### src/rtl/arbitro_barreras_pkg.sv
// Shared types for the parking-lot barrier arbiter: FSM states,
// lane index type and the timer-width helper.
package arbitro_barreras_pkg;

    localparam int N_CARRILES = 2;

    typedef logic [$clog2(N_CARRILES)-1:0] carril_t;

    typedef enum logic {
        IDLE,
        ABIERTA
    } estado_t;

    // Bits needed to hold a timeout value of t cycles.
    function automatic int ancho_temp(input int t);
        return $clog2(t + 1);
    endfunction

endpackage

### src/rtl/arbitro_barreras_temporizador.sv
// Loadable down-counter used as a barrier timeout.
// Ports: clk, reset (sync, high), carga/valor load, en decrement, expira flag.
module arbitro_barreras_temporizador #(
    parameter int W = 4
) (
    input  logic         clk,
    input  logic         reset,
    input  logic         carga,
    input  logic [W-1:0] valor,
    input  logic         en,
    output logic         expira
);

    logic [W-1:0] cuenta;

    always_ff @(posedge clk) begin
        if (reset) begin
            cuenta <= '0;
        end else if (carga) begin
            cuenta <= valor;
        end else if (en && cuenta != '0) begin
            cuenta <= cuenta - 1'b1;
        end
    end

    // High on the cycle whose decrement takes the count to zero, so a
    // loaded value of T keeps the owner busy for exactly T cycles.
    assign expira = (cuenta <= W'(1));

endmodule

### src/rtl/arbitro_barreras.sv
// Round-robin arbiter for two entrance barriers sharing one occupancy count.
// Ports: req/paso per entrance, salida exit pulse; barrera, ocupacion,
// lleno, ocupado and one-cycle error pulses, all registered.
module arbitro_barreras
    import arbitro_barreras_pkg::*;
#(
    parameter int CAPACIDAD = 7,
    parameter int W_CNT     = 3,
    parameter int T_ABIERTA = 50000000
) (
    input  logic             clk,
    input  logic             reset,
    input  logic [1:0]       req,
    input  logic [1:0]       paso,
    input  logic             salida,
    output logic [1:0]       barrera,
    output logic [W_CNT-1:0] ocupacion,
    output logic             lleno,
    output logic             ocupado,
    output logic             err_intruso,
    output logic             err_vacio
);

    localparam int W_TMR = ancho_temp(T_ABIERTA);
    localparam logic [W_CNT-1:0] CAP = W_CNT'(CAPACIDAD);
    localparam logic [W_TMR-1:0] T_CARGA = W_TMR'(T_ABIERTA);

    estado_t          estado, est_sig;
    carril_t          ultimo, ultimo_sig, g;
    logic [1:0]       barrera_sig;
    logic [W_CNT-1:0] ocup_sig;
    logic             carga, expira, inc, dec, intruso, vacio;

    arbitro_barreras_temporizador #(.W(W_TMR)) u_temp (
        .clk    (clk),
        .reset  (reset),
        .carga  (carga),
        .valor  (T_CARGA),
        .en     (estado == ABIERTA),
        .expira (expira)
    );

    always_comb begin
        est_sig     = estado;
        barrera_sig = barrera;
        ultimo_sig  = ultimo;
        carga       = 1'b0;
        g           = ultimo;
        // barrera mirrors the granted lane, so it tells valid passages
        // apart from intruders in either state.
        inc         = |(paso & barrera);
        intruso     = |(paso & ~barrera);
        unique case (estado)
            IDLE: begin
                if (|req && ocupacion < CAP) begin
                    if (&req) g = ~ultimo;
                    else      g = carril_t'(req[1]);
                    carga          = 1'b1;
                    est_sig        = ABIERTA;
                    ultimo_sig     = g;
                    barrera_sig    = '0;
                    barrera_sig[g] = 1'b1;
                end
            end
            ABIERTA: begin
                if (inc || expira) begin
                    est_sig     = IDLE;
                    barrera_sig = '0;
                end
            end
            default: ;
        endcase
        // An exit at zero occupancy still cancels a same-cycle entry.
        dec      = salida && (ocupacion != '0 || inc);
        vacio    = salida && ocupacion == '0 && !inc;
        ocup_sig = ocupacion;
        if (inc && !dec)      ocup_sig = ocupacion + 1'b1;
        else if (dec && !inc) ocup_sig = ocupacion - 1'b1;
    end

    always_ff @(posedge clk) begin
        if (reset) begin
            estado      <= IDLE;
            ultimo      <= carril_t'(1);
            barrera     <= '0;
            ocupacion   <= '0;
            lleno       <= 1'b0;
            ocupado     <= 1'b0;
            err_intruso <= 1'b0;
            err_vacio   <= 1'b0;
        end else begin
            estado      <= est_sig;
            ultimo      <= ultimo_sig;
            barrera     <= barrera_sig;
            ocupacion   <= ocup_sig;
            lleno       <= (ocup_sig == CAP);
            ocupado     <= (est_sig == ABIERTA);
            err_intruso <= intruso;
            err_vacio   <= vacio;
        end
    end

endmodule

### config.mk
export PLATFORM = sky130hd
export DESIGN_NAME = arbitro_barreras
export DESIGN_NICKNAME = d
export VERILOG_FILES = /design/src/rtl/arbitro_barreras_pkg.sv /design/src/rtl/arbitro_barreras_temporizador.sv /design/src/rtl/arbitro_barreras.sv
export SDC_FILE = /design/constraint.sdc
export NUM_CORES = 1
export LEC_CHECK = 0
export CAP_MARGIN = 10
export CELL_PAD_IN_SITES_DETAIL_PLACEMENT = 1
export CELL_PAD_IN_SITES_GLOBAL_PLACEMENT = 1
export CORE_MARGIN = 5
export CORE_UTILIZATION = 25
export CTS_CLUSTER_SIZE = 40
export DETAILED_ROUTE_END_ITERATION = 12
export HOLD_SLACK_MARGIN = 0.15
export PLACE_DENSITY = 0.55
export SYNTH_ARGS = -nofsm -noshare
export SYNTH_HDL_FRONTEND = slang
export SYNTH_SLANG_ARGS = --single-unit
### constraint.sdc
create_clock -name clk -period 2.2 [get_ports clk]
set_input_delay 0.44 -clock clk [delete_from_list [all_inputs] [get_ports clk]]
set_output_delay 0.44 -clock clk [all_outputs]
set_load 0.005 [all_outputs]
* After elaboration in Yosys (flattened, before gate mapping)
Index checks and enable logic that the tools add are counted.
** Cells by class
- Order comparisons :: 4
- Add/subtract/negate cells :: 3
- Multiplexer cells :: 16
- Bitwise gates (word level) :: 5
- Reduce and logical (&&, ||, !) cells :: 23
- Equal/unequal tests :: 3
** Operator list (count)
- $mux W26 :: 2
- $le A26 B1 Y1 const B :: 1
- $reduce_bool A26 Y1 :: 1
- $sub A26 B1 Y26 const B :: 1
- $logic_and A1 B1 Y1 :: 8
- $reduce_or A2 Y1 :: 4
- $mux W1 :: 7
- $mux W3 :: 2
- $reduce_and A2 Y1 :: 3
- $and A2 B2 Y2 :: 2
- $mux W2 :: 2
- $pmux W2 S2 :: 1
- $add A3 B1 Y3 const B :: 1
- $eq A3 B3 Y1 const B :: 1
- $logic_not A3 Y1 :: 1
- $lt A3 B3 Y1 const B :: 1
- $reduce_bool A3 Y1 :: 1
- $sub A3 B1 Y3 const B :: 1
- $logic_not A1 Y1 :: 2
- $logic_or A1 B1 Y1 :: 2
- $lt A1 B2 Y1 const B :: 1
- $ne A2 B1 Y1 const B :: 1
- $ne A2 B2 Y1 const B :: 1
- $not A1 Y1 :: 2
- 5 further kinds :: 5
** Word-level totals
- Output and inout bits :: 9
- Logic and storage cells :: 63
- Input bits :: 7
- Flip-flop bits (word level) :: 36

* Logic depth before layout (Yosys ltp)
Gate-level depths: netlist of the first run.
- Word-level depth :: 10
- Gate-level depth with buffers :: 8
- Depth with buffers taken out :: 7

* By module
A second synthesis of the first run with hierarchy kept.
** Second synthesis, totals
- Cells, all modules :: 251
- Area, all modules :: 2087.0 µm²
** By module, submodules not included
- arbitro_barreras_temporizador :: times used 1, area each 1569.0 µm², cells each 192, seq. area each 520.5 µm²
- arbitro_barreras :: times used 1, area each 518.0 µm², cells each 59, seq. area each 200.2 µm²

* Least setup slack after synthesis of the first run
OpenSTA, ideal clock, no wires.
- Kind :: register to register
- From :: reg u_temp.cuenta[2]
- To :: reg u_temp.cuenta[17]
- Stages on the path, launching flop included :: 8
- Path buffers :: 2
- Path slack :: 0.011 ns
- Data arrival time :: 2.052 ns
- Path through :: dfxtp_1 > or4_1 > buf_2 > or4_4 > o21ai_4 > buf_6 > or3_1 > a31oi_1
** Between the ends
- Cells in the longest elaborated chain, start to end :: 3
- Elaborated cells on any way between the ends :: 6
** RTL lines
- from (decl) :: line arbitro_barreras_temporizador.sv:14 : logic [W-1:0] cuenta;
- from (signal assigned) :: line arbitro_barreras_temporizador.sv:20 : cuenta <= valor;
- from (signal assigned) :: line arbitro_barreras_temporizador.sv:22 : cuenta <= cuenta - 1'b1;
- $sub A26 B1 Y26 / $reduce_bool A26 Y1 (equally long branches) :: line arbitro_barreras_temporizador.sv:22, arbitro_barreras_temporizador.sv:21
- $mux W26 / $logic_and A1 B1 Y1 (equally long branches) :: line arbitro_barreras_temporizador.sv:21 : end else if (en && cuenta != '0) begin
- $mux W26 / $reduce_bool A2 Y1 (equally long branches)
Parallel ways exist; a longest one is shown, timed or not. The select of a mux whose other input is x is not followed.
A chain may end at the register's enable or synchronous reset.

* Final worst setup path of the first run
- From :: reg u_temp.cuenta[3]
- To :: reg u_temp.cuenta[25]
The elaborated chain is that of the path after synthesis.

==> flow_metrics.tcl, run 1 <==
set metrics [dict create \
    die_area_um2 9410 \
    dpl.hpwl_um 3800 \
    syn_area_per_cell_um2 8.84 \
    syn_nets 226 \
    cts.path.max_buffers 2 \
    synth_edf_count 0 \
    cts_tree "done" \
    end_kind "flip-flop" \
    p_leak_nw 0.867 \
    root_buffer "clkbuf_8" \
    vias 1726 \
    grt_pass1_wl_um 8750 \
    critPathKind "flip-flop to flip-flop" \
    synth-seq-cells 36 \
    holdPathEnd "u_temp.cuenta[1]" \
    maxSlewViolCount 0 \
    irDropWorstVdd_uv 262 \
    grt_max_degree 24 \
    drt_wl_total_um 5070 \
    clk_latency_ns 0.29 \
    diodes 0 \
    fin_skew_ns 0.00390 \
    r2r_cells 6 \
    finalCritPeriodShare_pct 96.5 \
    startpoint_type "flip-flop" \
    dieHeight_um 97.0 \
    dr.pass1.iters 4 \
    grt_pass1_vias 1802 \
    tns_ns 0 \
    synth.cell_area_um2 1890 \
    io_buffers 15 \
    synth.distinct_cells 45 \
    die_w_um 97.0 \
    finalCriticalPeriod_ns 2.12 \
    grtUsageTotal_pct 11.1 \
    reg2reg_slack_ns 0.08 \
    drive_above_1_share_pct 19.6 \
    clk_pin_slew_worst_paths_ns 0.07 \
    drt_first_iter_violations 49 \
    row_count 31 \
    start_util_pct 25.9 \
    drtAntennaViolNets 0 \
    cts_made_buffers 5 \
    io_pins 16 \
    crit_required_ns 2.41 \
    holdCritPathClass "flip-flop to flip-flop" \
    max_clock_freq_mhz 471 \
    worstReg2RegStart "u_temp.cuenta[3]" \
    slew_headroom_pct 74.7 \
    drv.max_cap_violation_count 0 \
    place_inst 344 \
    r2r_end "u_temp.cuenta[25]" \
    htreeDepth 2 \
    synth_warnings 0 \
    avgViaCountPerCell 4.88 \
    nets 266 \
    grt_overflow_total 0 \
    netlist_instances 214 \
    core_region_area_um2 7290 \
    wire_per_inst_um 14.3 \
    status "complete, no violations" \
    dpl_cell_area_um2 2310 \
    multi_input_area_um2 1130 \
    worst_slew_pin_slew_ns 0.377 \
    postCtsHoldBufs 0 \
    drc_errors 0 \
    whs_path_depth 2 \
    ys_async_sr_fraction_pct 0 \
    nFillCells 915 \
    seqCellArea_um2 722 \
    instances_no_fill 354 \
    synth_seq_area_share_pct 38.1 \
    arrival_ns 2.34 \
    clock_sinks 36 \
    gp_congestion 0.750 \
    syn_to_final_growth_pct 29.1 \
    powerDensity_nw_per_um2 819 \
    synth_top_flop_cell "dfxtp_1" \
    finalHoldViolations 0 \
    grt_antenna_before_repair 0 \
    stdcell_area_um2 2440 \
    critPathMaxFanout 8 \
    final-setup-viol-count 0 \
    worstHoldStart "u_temp.cuenta[1]" \
]
-- per-layer routing --
layer,wire (um),vias to the layer above,global-route usage (%)
met5,0,-,0
met4,40,0,2.59
met3,185,4,3.31
met2,2320,25,18.4
met1,2520,818,14.1
li1,-,879,-
-- cells in the mapped netlist (all sizes together), types with 2 or more instances --
cell type,instances,area [um2]
o31ai,7,52.6
dfxtp,36,721
a21oi,14,70.1
inv,5,18.8
mux2i,2,20.0
nand2b,7,43.8
xor2,7,61.3
a2111oi,2,30.0
o21ai,12,71.3
nand2,6,25.0
nand4b,2,17.5
nor3b,2,15.0
o211ai,3,22.5
or4,11,90.1
or3,8,50.1
nand3,4,20.0
and2,3,18.8
nor4,4,40.0
ha,5,62.6
nor2,20,75.1
a31oi,9,56.3
nand4,4,25.0
xnor2,7,61.3
buf,2,16.3
nor3,7,35.0
or2,6,37.5
clkbuf,7,26.3
nor4b,2,30.0
-- cell type report --
| class | instances | share of cell area (%) |
|---|---|---|
| sequential | 36 | 29.6 |
| multi-input combinational | 164 | 46.2 |
| inverter | 5 | 0.768 |
| tap | 99 | 5.07 |
| clock buffer | 8 | 3.69 |
| timing repair buffer | 42 | 14.8 |
-- how the worst max path moves through the flow --
stage                startpoint                end  slack [ns]
2_1_floorplan  u_temp.cuenta[2]  u_temp.cuenta[17]        0.01
3_3_place_gp   u_temp.cuenta[2]  u_temp.cuenta[25]      -0.005
3_5_place_dp   u_temp.cuenta[2]  u_temp.cuenta[25]       -0.08
4_1_cts        u_temp.cuenta[2]  u_temp.cuenta[25]        0.01
5_1_grt        u_temp.cuenta[3]  u_temp.cuenta[21]       -0.02
6_report       u_temp.cuenta[3]  u_temp.cuenta[25]        0.08
-- cell usage in the layout (no fill, tap or decap), types with 5 or more instances in the layout --
cell and n:
nand2b_1 7, buf_4 25, nor3_1 7, xnor2_1 7, dfxtp_1 35, inv_1 5
or4_1 8, a21oi_1 14, ha_1 5, a31oi_1 9, o31ai_1 6, o21ai_1 5
xor2_1 7, nand2_1 5, or2_2 5, clkdlybuf4s50_1 15, or3_1 8, nor2_1 20
clkbuf_8 6, o21ai_0 6
-- report_power, final --
| group | leakage [nW] | internal (W) | switching, W |
|---|---|---|---|
| Clock | 0.0455 | 0.000256 | 0.000237 |
| Sequential | 0.297 | 0.000728 | 0.0000831 |
| Combinational | 0.524 | 0.000344 | 0.000353 |
-- state kept, by name, indices dropped and copies added (netlist names) --
register       count
ultimo             1
lleno              1
barrera            2
err_intruso        1
err_vacio          1
u_temp.cuenta     26
estado             1
ocupacion          3
-- logic make-up after synthesis --
family	share of synthesized area, %
mux	1.06
buf+inv	3.24
flops	38.1
simple gates	28.7
fa+ha+maj	3.31
xor+xnor	6.48
compound gates	19.1
-- stage by stage --
| step | util, % | total power [W] | setup slack (ns) | hold WS, ns |
|---|---|---|---|---|
| 2_1_floorplan | - | 0.00124 | 0.0106 | 0.434 |
| 3_3_place_gp | 31.7 | 0.00150 | -0.00549 | 0.447 |
| 3_5_place_dp | 31.7 | 0.00151 | -0.0821 | 0.459 |
| 4_1_cts | 33.0 | 0.00202 | 0.0115 | 0.469 |
| 5_1_grt | 33.5 | 0.00215 | -0.0190 | 0.496 |
| 6_report | 33.5 | 0.00200 | 0.0777 | 0.468 |
-- timing repair --
action | in CTS | in global routing
setup buffers | 0 | 2
pin swaps | 0 | 9
endpoints found under the setup margin | 5 | 12
resized for setup | 1 | 5
-- critical path, cell delays in order, from the launching register on --
cell and delay, ns:
dfxtp_2 0.32, or4_4 0.57, or4_4 0.58, o21ai_4 0.17, buf_6 0.15, o31ai_1 0.07
a31oi_1 0.17
(Power assumes the default switching activity.)
==> run 2: changes to the inputs <==
--- a/config.mk
+++ b/config.mk
@@ -9,11 +9,11 @@
 export CELL_PAD_IN_SITES_DETAIL_PLACEMENT = 1
 export CELL_PAD_IN_SITES_GLOBAL_PLACEMENT = 1
 export CORE_MARGIN = 5
-export CORE_UTILIZATION = 25
+export CORE_UTILIZATION = 39
 export CTS_CLUSTER_SIZE = 40
 export DETAILED_ROUTE_END_ITERATION = 12
 export HOLD_SLACK_MARGIN = 0.15
-export PLACE_DENSITY = 0.55
+export PLACE_DENSITY = 0.77
 export SYNTH_ARGS = -nofsm -noshare
 export SYNTH_HDL_FRONTEND = slang
 export SYNTH_SLANG_ARGS = --single-unit
==> flow_metrics.tcl, run 2 (synthesis results as in run 1) <==
set metrics [dict create \
    status "complete, no violations" \
    nFillCells 557 \
    fin_skew_ns 0.0154 \
    grt_antenna_before_repair 0 \
    cts_made_buffers 5 \
    worst_slew_pin_slew_ns 0.337 \
    htreeDepth 2 \
    io_buffers 15 \
    nets 264 \
    arrival_ns 2.30 \
    dr.pass1.iters 4 \
    vias 1754 \
    cts_tree "done" \
    largest_reg_flops 26 \
    io_pins 16 \
    finalHoldViolations 0 \
    syn_to_final_growth_pct 28.6 \
    grt_overflow_total 0 \
    drtAntennaViolNets 0 \
    row_count 25 \
    top_register "u_temp.cuenta" \
    dieHeight_um 79.6 \
    timing.hold.ws_ns 0.457 \
    largest_registers "u_temp.cuenta (26), ocupacion (3), barrera (2)" \
    critPathMaxFanout 10 \
    powerDensity_nw_per_um2 951 \
    worstReg2RegStart "u_temp.cuenta[3]" \
    postCtsHoldBufs 0 \
    holdCritPathClass "flip-flop to flip-flop" \
    dpl_cell_area_um2 2260 \
    end_kind "flip-flop" \
    whs_path_depth 2 \
    final_cell_mix "36 x dfxtp_1, 25 x buf_4, 20 x nor2_1" \
    cp-endpoint "u_temp.cuenta[7]" \
    slew_headroom_pct 77.3 \
    die_area_um2 6340 \
    irDropWorstVdd_uv 444 \
    drt_first_iter_violations 82 \
    dpl.hpwl_um 3600 \
    cts.path.max_buffers 2 \
    gp_congestion 0.811 \
    drv.max_cap_violation_count 0 \
    grt_pass1_wl_um 8560 \
    drt_wl_total_um 4920 \
    finalCriticalPeriod_ns 2.13 \
    grt_max_degree 24 \
    rsz0062_at_grt "true" \
    wire_per_inst_um 15.4 \
    core_region_area_um2 4720 \
    r2r_end "u_temp.cuenta[7]" \
    clock_sinks 36 \
    clk_pin_slew_worst_paths_ns 0.09 \
    start_util_pct 40.1 \
    die_w_um 79.6 \
    max_clock_freq_mhz 469 \
    startpoint_type "flip-flop" \
    stdcell_area_um2 2430 \
    reg2reg_slack_ns 0.07 \
    layout_commonest_cell "dfxtp_1" \
    r2r_cells 6 \
    avgViaCountPerCell 5.48 \
    p_leak_nw 0.884 \
    clk_latency_ns 0.30 \
    critPathKind "flip-flop to flip-flop" \
    finalCritPeriodShare_pct 96.8 \
    diodes 0 \
    maxSlewViolCount 0 \
    crit_required_ns 2.37 \
    cp-startpoint "u_temp.cuenta[3]" \
    drive_above_1_share_pct 19.0 \
    grtUsageTotal_pct 17.3 \
    drc_errors 0 \
    root_buffer "clkbuf_8" \
    grt_pass1_vias 1880 \
    final-setup-viol-count 0 \
]
-- run 2: cell types whose count changed in the layout (fill, tap and decap cells not counted) --
cell | before | now
bufinv_16 | 0 | 3
clkbuf_1 | 2 | 0
buf_6 | 2 | 0
clkbuf_8 | 6 | 5
dfxtp_2 | 1 | 0
o31ai_4 | 1 | 0
dfxtp_1 | 35 | 36
o31ai_1 | 6 | 7
-- run 2: critical path, stage by stage (launching register included) --
cell and delay [ns]:
dfxtp_1 0.33, or4_4 0.55, or4_4 0.58, o21ai_4 0.17, buf_4 0.18, or4_1 0.12, a31oi_1 0.07
-- run 2: worst min path at each step --
stage                     start          endpoint
3_3_place_gp             ultimo            ultimo
4_1_cts        u_temp.cuenta[1]  u_temp.cuenta[1]
6_report       u_temp.cuenta[1]  u_temp.cuenta[1]
2_1_floorplan            ultimo            ultimo
3_5_place_dp   u_temp.cuenta[1]  u_temp.cuenta[1]
5_1_grt        u_temp.cuenta[1]  u_temp.cuenta[1]
-- run 2: power breakdown --
group	switching, W	total (W)	internal [W]
combinational	0.000348	0.000681	0.000333
clock	0.000258	0.000826	0.000567
sequential	0.0000807	0.000808	0.000727
-- run 2: final cells by class --
| type | count | area (um2) | area share (%) |
|---|---|---|---|
| sequential | 36 | 721 | 29.6 |
| clock inverter | 3 | 90.1 | 3.70 |
| inverter | 5 | 18.8 | 0.771 |
| tap | 67 | 83.8 | 3.44 |
| timing repair buffer | 40 | 338 | 13.9 |
| clock buffer | 5 | 68.8 | 2.83 |
| multi-input combinational | 164 | 1110 | 45.8 |
-- run 2: what timing repair did --
item / 4_1_cts / 5_1_grt
resized for setup: 0 / 1
setup endpoints to repair: 0 / 18
buffers inserted: 0 / 1
-- run 2: layer usage --
metal	vias to the layer above	track usage (%)	part of all wire, %
met5	-	0	0
met4	0	7.39	1.4
met3	8	3.95	2.9
met2	25	30.1	50
met1	848	20.1	46
li1	873	-	-
-- run 2: metrics by stage --
| step | setup WS [ns] | instances | TNS (ns) | total power, W | utilization, % |
|---|---|---|---|---|---|
| floorplan | 0.0106 | 214 | 0 | 0.00124 | - |
| global placement | 0.0440 | 311 | 0 | 0.00148 | 47.9 |
| detailed placement | 0.0492 | 311 | 0 | 0.00150 | 47.9 |
| finish | 0.0696 | 320 | 0 | 0.00231 | 51.5 |
| CTS | 0.0277 | 319 | 0 | 0.00233 | 51.3 |
| global route | -0.00768 | 320 | -0.0112 | 0.00245 | 51.5 |
==> run 3: changes to the inputs <==
--- a/config.mk
+++ b/config.mk
@@ -10,6 +10,7 @@
 export CELL_PAD_IN_SITES_GLOBAL_PLACEMENT = 1
 export CORE_MARGIN = 5
 export CORE_UTILIZATION = 39
+export CTS_CLUSTER_DIAMETER = 80
 export CTS_CLUSTER_SIZE = 40
 export DETAILED_ROUTE_END_ITERATION = 12
 export HOLD_SLACK_MARGIN = 0.15
==> results of run 3 <==
Same layout as run 2: the final DEF is identical, and so are final timing and power.
